**src/rtl/fir_stream_controller.sv**
```systemverilog
//------------------------------------------------------------------------------
// Module   : fir_stream_controller
// Purpose  : Sequences a FIR tap chain from a valid/ready sample stream.
// Revision : 1.0 - initial release
//------------------------------------------------------------------------------
`default_nettype none

module fir_stream_controller #(
    parameter int N      = 32,
    parameter int TAPS   = 8,
    parameter int SETTLE = 2,
    parameter int CNT_W  = 16
) (
    input  logic             clk,
    input  logic             rst,
    input  logic [N-1:0]     s_data,
    input  logic             s_valid,
    output logic             s_ready,
    output logic [N-1:0]     m_data,
    output logic             m_valid,
    input  logic             m_ready,
    output logic [N-1:0]     chain_x,
    output logic             chain_ena,
    input  logic [N-1:0]     chain_y,
    input  logic             flush,
    output logic             busy,
    output logic [CNT_W-1:0] sample_count
);

    // One counter serves both the settle wait and the flush length.
    localparam int C_CMAX = (TAPS > SETTLE) ? TAPS : SETTLE;
    localparam int C_CW   = (C_CMAX > 1) ? $clog2(C_CMAX) : 1;

    typedef enum logic [1:0] {
        ST_IDLE   = 2'd0,
        ST_SETTLE = 2'd1,
        ST_FLUSH  = 2'd2
    } state_t;

    state_t            state_q, state_d;
    logic [C_CW-1:0]   cnt_q, cnt_d;
    logic [N-1:0]      chain_x_q, chain_x_d;
    logic [N-1:0]      m_data_q, m_data_d;
    logic              m_valid_q, m_valid_d;
    logic [CNT_W-1:0]  count_q, count_d;
    logic              w_capture;

    assign w_capture = (state_q == ST_SETTLE) && (cnt_q == '0) && (!m_valid_q || m_ready);

    always_comb begin
        state_d   = state_q;
        cnt_d     = cnt_q;
        chain_x_d = chain_x_q;
        m_data_d  = m_data_q;
        m_valid_d = m_valid_q;
        count_d   = count_q;

        if (m_valid_q && m_ready) begin
            m_valid_d = 1'b0;
        end

        case (state_q)
            ST_IDLE: begin
                if (flush) begin
                    state_d   = ST_FLUSH;
                    cnt_d     = C_CW'(TAPS - 1);
                    chain_x_d = '0;
                end else if (s_valid) begin
                    state_d   = ST_SETTLE;
                    cnt_d     = C_CW'(SETTLE - 1);
                    chain_x_d = s_data;
                end
            end
            ST_SETTLE: begin
                if (cnt_q != '0) begin
                    cnt_d = cnt_q - C_CW'(1);
                end else if (w_capture) begin
                    m_data_d  = chain_y;
                    m_valid_d = 1'b1;
                    count_d   = count_q + CNT_W'(1);
                    state_d   = ST_IDLE;
                end
            end
            ST_FLUSH: begin
                if (cnt_q == '0) begin
                    state_d = ST_IDLE;
                end else begin
                    cnt_d = cnt_q - C_CW'(1);
                end
            end
            default: begin
                state_d = ST_IDLE;
            end
        endcase
    end

    always_ff @(posedge clk) begin
        if (!rst) begin
            state_q   <= ST_IDLE;
            cnt_q     <= '0;
            chain_x_q <= '0;
            m_data_q  <= '0;
            m_valid_q <= 1'b0;
            count_q   <= '0;
        end else begin
            state_q   <= state_d;
            cnt_q     <= cnt_d;
            chain_x_q <= chain_x_d;
            m_data_q  <= m_data_d;
            m_valid_q <= m_valid_d;
            count_q   <= count_d;
        end
    end

    // Strobe is suppressed while reset is held so an aborted capture never shifts.
    assign chain_ena    = rst && (w_capture || (state_q == ST_FLUSH));
    assign s_ready      = (state_q == ST_IDLE) && !flush;
    assign busy         = (state_q != ST_IDLE);
    assign chain_x      = chain_x_q;
    assign m_data       = m_data_q;
    assign m_valid      = m_valid_q;
    assign sample_count = count_q;

endmodule

`default_nettype wire

```
**config.mk**
```make
export PLATFORM = sky130hd
export DESIGN_NAME = fir_stream_controller
export DESIGN_NICKNAME = d
export VERILOG_FILES = /design/src/rtl/fir_stream_controller.sv
export SDC_FILE = /design/constraint.sdc
export NUM_CORES = 1
export LEC_CHECK = 0
export ABC_AREA = 1
export CORE_MARGIN = 2
export CORE_UTILIZATION = 47
export CTS_BUF_LIST = sky130_fd_sc_hd__clkbuf_4
export CTS_CLUSTER_SIZE = 24
export DETAILED_ROUTE_END_ITERATION = 10
export GPL_TIMING_DRIVEN = 0
export HOLD_SLACK_MARGIN = 0.12
export PLACE_DENSITY = 0.88
export SYNTH_ARGS = -nofsm -noshare
export SYNTH_HDL_FRONTEND = slang
export SYNTH_SLANG_ARGS = --single-unit
```
**constraint.sdc**
```tcl
create_clock -name clk -period 2.9 [get_ports clk]
set_input_delay 0.435 -clock clk [delete_from_list [all_inputs] [get_ports clk]]
set_output_delay 0.435 -clock clk [all_outputs]
set_load 0.005 [all_outputs]
```
==> results of run 1 <==
[cell usage in the layout, fill, tap and decap left out, drive strengths merged, types with 2 or more instances in the layout]
cell and instances:
a21oi 41, dfxtp 86, ha 6, o21bai 2, buf 9, nand3 42
bufinv 2, inv 28, clkbuf 28, o21ai 71, clkdlybuf4s50 151, nor3 4
nand4 6, nor2 104, nand2 47, clkinv 4
[cell type report]
cell class / instances / area (um2) / area share (%)
sequential: 86 / 1720 / 32.5
multi-input combinational: 327 / 1560 / 29.5
timing repair buffer: 151 / 1510 / 28.5
tap: 99 / 124 / 2.34
buffer: 28 / 121 / 2.29
inverter: 28 / 105 / 1.98
clock inverter: 7 / 88.8 / 1.68
clock buffer: 9 / 67.6 / 1.27
[power groups by stage]
stage          Combinational [mW]  Sequential, mW  Clock, mW
2_1_floorplan               0.234            1.31          0
3_3_place_gp                0.497            1.30          0
3_5_place_dp                0.512            1.31          0
4_1_cts                     0.516            1.28      0.757
5_1_grt                     0.570            1.29      0.795
6_report                    0.512            1.28      0.742
[registers in the layout, indices dropped and copies added (netlist names)]
name,flops
m_data,32
chain_x,32
state_q,2
cnt_q,3
m_valid,1
sample_count,16
[worst paths after layout]
path | slack, ps | to | cells past startpoint
setup reg to reg | 1170 | sample_count[7]$_SDFFE_PN0P_ | 9
hold reg to reg | 480 | chain_x[17]$_SDFFE_PN0P_ | 2
hold / removal | 350 | chain_x[2]$_SDFFE_PN0P_ | 3
setup / recovery | 230 | busy | 5
[per-layer routing]
metal / part of all wire, % / wire (um) / track usage, %
met5: 0 / 0 / 0
met4: 2.0 / 201 / 9.49
met3: 9.9 / 1020 / 9.02
met2: 45 / 4650 / 42.2
met1: 43 / 4370 / 29.0
[per-stage QoR]
| stage | setup WS (ps) | hold WS (ps) |
|---|---|---|
| after global placement | 220 | 456 |
| after global routing | 29.6 | 364 |
| after CTS | 180 | 328 |
| after detailed placement | 199 | 464 |
| final | 226 | 354 |
| after floorplan | 1200 | 456 |
[logic make-up after synthesis]
family / Yosys count / synth area share [%]
adder cells (fa/ha/maj): 6 / 2.14
flip-flops: 86 / 49.0
XOR/XNOR: 2 / 0.498
buffers and inverters: 57 / 6.55
AO/OA/AOI/OAI: 115 / 16.6
AND/OR/NAND/NOR: 204 / 25.2
[critical path: cells and delay by family, from the launching register on]
kind,cells,cell delay [ps]
fa+ha+maj,1,240
buf+inv,4,1210
flops,1,390
==> impl_metrics.py, run 1 <==
metrics = {
    "outcome": {
        "status": "finished clean",
    },
    "drt": {
        "vias": 3728,
        "drtPass1Iterations": 4,
        "wirelength_um": 10200,
        "viasPerCell": 5.07,
        "wl_per_cell_um": 13.9,
        "ant_nets": 0,
        "drc": 0,
        "detail_route.iter0.violations": 107,
    },
    "placed_design": {
        "numPortBuffers": 151,
        "hpwl_um": 7730,
        "placed_area_um2": 5150,
        "gp_congestion": 0.848,
        "place_inst": 720,
    },
    "hold_path": {
        "holdCritPathClass": "input port to register",
        "min-delay-start": "s_valid",
    },
    "logic_synthesis": {
        "synth_commonest_cells": "99 x nor2_1, 86 x dfxtp_1, 70 x o21ai_0",
        "syn_avg_cell_area_um2": 7.48,
        "synth.distinct_cells": 24,
        "ys_top_cells_by_area": "dfxtp_1 49%, nor2_1 11%, o21ai_0 10%",
        "yosysSeqAreaShare_pct": 49.0,
        "synthFlopType": "dfxtp_1",
        "syn-cell-area_um2": 3510,
        "synth_edf_count": 0,
        "synth.most_common_cell": "nor2_1",
        "syn_inst": 470,
        "yosysTopAreaCell": "dfxtp_1",
        "yosys_warnings": 0,
        "synthArstFlopShare_pct": 0,
        "synth_seq_cells": 86,
        "yosysTopAreaCellShare_pct": 49.0,
        "syn_nets": 545,
    },
    "clock_network": {
        "cts.sinks": 86,
        "post_cts_buffers": 0,
        "clkLatencyLatePin_ps": 420,
        "htreeDepth": 3,
        "tritoncts": "yes",
        "cts_buffers": 9,
        "clk_pin_slew_ps": 130,
        "clock-root-buffer": "clkbuf_4",
        "holdBufCountCts": 0,
        "cts_max_path_buffers": 2,
        "cts_resized": 0,
    },
    "worst_setup_path": {
        "required_ps": 2470,
        "path_cells": "inv_1 -> ha_1 -> inv_1 -> clkbuf_1 -> clkdlybuf4s50_1",
        "rr_startpoint": "cnt_q[0]$_SDFFE_PN0P_",
        "crit_fanout": 10,
        "critical_path.slowest_cell": "clkdlybuf4s50_1",
        "arrival_ps": 2240,
        "cp-startpoint": "state_q[0]$_SDFFE_PN0P_",
        "critPathMaxStageDelay_ps": 590,
        "start_kind": "register",
        "crit_path_end_kind": "primary output",
        "crit_top_cell": "inv_1",
        "path_class": "register to primary output",
    },
    "power": {
        "p_int_mw": 1.85,
        "finalPower_mw": 2.54,
        "p_sw_mw": 0.680,
        "powerDensity_nw_per_um2": 478,
        "vdd_drop_max_mv": 0.290,
        "p_seq_share_pct": 50.6,
        "p_leak_nw": 2.01,
        "p_comb_share_pct": 20.2,
        "p_sw_share_pct": 26.8,
        "clkPwrFrac_pct": 29.3,
    },
    "final_layout": {
        "layout-drive-gt1-share_pct": 4.56,
        "final_area_um2": 5300,
        "final_cells": 735,
        "fillers": 578,
        "fin_nets": 706,
        "syn_to_final_growth_pct": 50.9,
        "diodes": 0,
        "final_util_pct": 73.1,
    },
    "global_routing": {
        "grt_usage_pct": 25.0,
        "grt_overflow_total": 0,
        "grt_pass1_wl_um": 17000,
        "grt_pass1_vias": 3662,
        "antenna_found_initial": 0,
        "grt_start_max_net_pins": 20,
    },
    "floorplan": {
        "row_count": 31,
        "dieArea_um2": 8190,
        "die_w_um": 90.5,
        "io_pins": 153,
        "core_area_um2": 7250,
        "start_util_pct": 48.5,
        "die_h_um": 90.5,
    },
    "sta": {
        "finalCritPeriodShare_pct": 92.2,
        "finalMaxSlewViolations": 0,
        "finalSetupViolations": 0,
        "rsz0062_at_grt": "no",
        "tns_ps": 0,
        "min_period_ps": 2670,
        "finalHoldViolCount": 0,
        "worst_clock_skew_ps": 20.7,
        "slew_headroom_pct": 65.3,
        "tightest_slew_ps": 520,
        "fmax_mhz": 374,
    },
    "flow_run": {
        "drv_cap": 0,
    },
}
Power figures use the tool's default switching activity.
==> run 2, diff against run 1 <==
==> constraint.sdc (replaced) <==
create_clock -name clk -period 2.9 [get_ports clk]
set_input_delay 0.58 -clock clk [delete_from_list [all_inputs] [get_ports clk]]
set_output_delay 0.58 -clock clk [all_outputs]
set_load 0.005 [all_outputs]
==> run 2 against run 1 <==
Sequential power about the same. Count of clock-buffer cells in the layout stayed put. Clock power about the same. Combinational power about the same. Core utilization up 0.069 points. Critical path type unchanged. Largest cell class unchanged.
==> impl_metrics.py, run 2 (synthesis results as in run 1) <==
metrics = {
    "outcome": {
        "status": "finished clean",
    },
    "hold_path": {
        "whs_path_depth": 2,
        "min-delay-start": "chain_x[17]$_SDFFE_PN0P_",
        "holdCritPathClass": "register to register",
        "min_to": "chain_x[17]$_SDFFE_PN0P_",
    },
    "worst_setup_path": {
        "rr_worst_depth": 9,
        "start_kind": "register",
        "arrival_ps": 2170,
        "critical_path.slowest_cell": "clkdlybuf4s50_1",
        "required_ps": 2320,
        "path_cells": "inv_1 -> ha_1 -> inv_1 -> nor2_4 -> buf_2 -> clkdlybuf4s50_1",
        "critical-path-top-delay-family": "buffers and inverters",
        "rr_startpoint": "cnt_q[0]$_SDFFE_PN0P_",
        "crit_fanout": 10,
        "crit_top_cell": "inv_1",
        "timing.rr.end": "m_data[1]$_SDFFE_PN0P_",
        "crit_path_end_kind": "primary output",
        "crit_buf_inv": 4,
        "reg2reg_slack_ps": 1170,
        "critPathMaxStageDelay_ps": 530,
        "path_class": "register to primary output",
    },
    "clock_network": {
        "cts.sinks": 86,
        "tritoncts": "yes",
        "clk_pin_slew_ps": 140,
        "cts_buffers": 9,
        "htreeDepth": 3,
        "clkLatencyLatePin_ps": 410,
        "holdBufCountCts": 0,
        "clock-root-buffer": "clkbuf_4",
        "cts_max_path_buffers": 2,
    },
    "placed_design": {
        "place_inst": 720,
        "gp_congestion": 0.848,
        "placed_area_um2": 5150,
        "hpwl_um": 7730,
        "numPortBuffers": 151,
    },
    "global_routing": {
        "grt_pass1_vias": 3662,
        "grt_pass1_wl_um": 17000,
        "antenna_found_initial": 0,
        "grt_overflow_total": 0,
        "grt_start_max_net_pins": 20,
        "grt_usage_pct": 25.0,
    },
    "sta": {
        "finalHoldViolCount": 0,
        "tns_ps": 0,
        "slew_headroom_pct": 66.8,
        "fmax_mhz": 364,
        "hold_ws_ps": 483,
        "finalCritPeriodShare_pct": 94.7,
        "finalMaxSlewViolations": 0,
        "min_period_ps": 2750,
        "finalSetupViolations": 0,
        "worst_clock_skew_ps": 22.3,
        "tightest_slew_ps": 498,
    },
    "drt": {
        "detail_route.iter0.violations": 100,
        "wl_per_cell_um": 13.9,
        "drc": 0,
        "wl_met3_um": 1070,
        "viasPerCell": 5.08,
        "wirelength_um": 10200,
        "drtPass1Iterations": 4,
        "maxUsedRoutingLayer": "met4",
        "vias": 3731,
        "met2WireLength_um": 4710,
        "wl_met1_um": 4270,
        "ant_nets": 0,
    },
    "floorplan": {
        "dieArea_um2": 8190,
        "core_area_um2": 7250,
        "die_h_um": 90.5,
        "io_pins": 153,
        "row_count": 31,
        "start_util_pct": 48.5,
        "die_w_um": 90.5,
    },
    "power": {
        "vdd_drop_max_mv": 0.291,
        "p_leak_nw": 2.02,
        "finalPower_mw": 2.53,
        "powerDensity_nw_per_um2": 477,
    },
    "final_layout": {
        "fin_nets": 706,
        "final_area_um2": 5310,
        "final_cells": 735,
        "diodes": 0,
        "layout_common_cells": "151 x clkdlybuf4s50_1, 99 x nor2_1, 86 x dfxtp_1",
        "syn_to_final_growth_pct": 51.0,
        "mostFrequentLayoutCell": "clkdlybuf4s50_1",
        "layout-drive-gt1-share_pct": 4.87,
    },
    "flow_run": {
        "drv_cap": 0,
    },
}
## run 2: cell types whose count changed in the layout (fill, tap and decap cells not counted)
cell      delta
buf_4        +1
clkbuf_1     -2
clkbuf_2     +1
## run 2: worst min-delay path, cell delays in order, from the launching register on
cell	delay (ps)
dfxtp_1	330
o21ai_0	60
a21oi_1	60
## run 2: final cells by class
cell class	instances	area, um2
Clock inverter	7	88.8
Tap cell	99	124
Clock buffer	9	67.6
Multi-Input combinational cell	327	1560
Timing Repair Buffer	152	1520
Buffer	27	119
Inverter	28	105
Sequential cell	86	1720
Fill cell	578	1950
## run 2: worst max-delay path by stage
| stage | cells past startpoint | slack, ps | startpoint | endpoint |
|---|---|---|---|---|
| after floorplan | 7 | 1060 | cnt_q[0]$_SDFFE_PN0P_ | chain_ena |
| after global placement | 7 | -70 | m_ready | chain_ena |
| after detailed placement | 7 | -90 | m_ready | chain_ena |
| after CTS | 7 | 40 | cnt_q[0]$_SDFFE_PN0P_ | chain_ena |
| after global routing | 6 | -7 | state_q[0]$_SDFFE_PN0P_ | s_ready |
| final | 6 | 150 | state_q[0]$_SDFFE_PN0P_ | s_ready |
## run 2: metal layers
metal | track usage [%] | vias to the layer above
li1 | - | 1874
met1 | 29.0 | 1673
met2 | 42.2 | 171
met3 | 9.02 | 13
met4 | 9.49 | 0
met5 | 0 | -
## run 2: power breakdown
| part | switching (mW) | internal [mW] |
|---|---|---|
| registers | 0.0346 | 1.25 |
| logic | 0.249 | 0.264 |
| clock network | 0.394 | 0.344 |
| total | 0.678 | 1.86 |
## run 2: through the flow
step / worst slack (ps) / utilization, %
floorplan: 1060 / -
finish: 155 / 73.2
global placement: -69.6 / 71.0
CTS: 35.3 / 73.1
global route: -7.04 / 73.2
detailed placement: -91.1 / 71.0
## run 2: what timing repair did
action	in CTS	in global routing
setup buffers	0	1
pin swaps	0	1
gates resized for setup	0	2
setup endpoints to repair	1	2
hold endpoints to repair	0	0
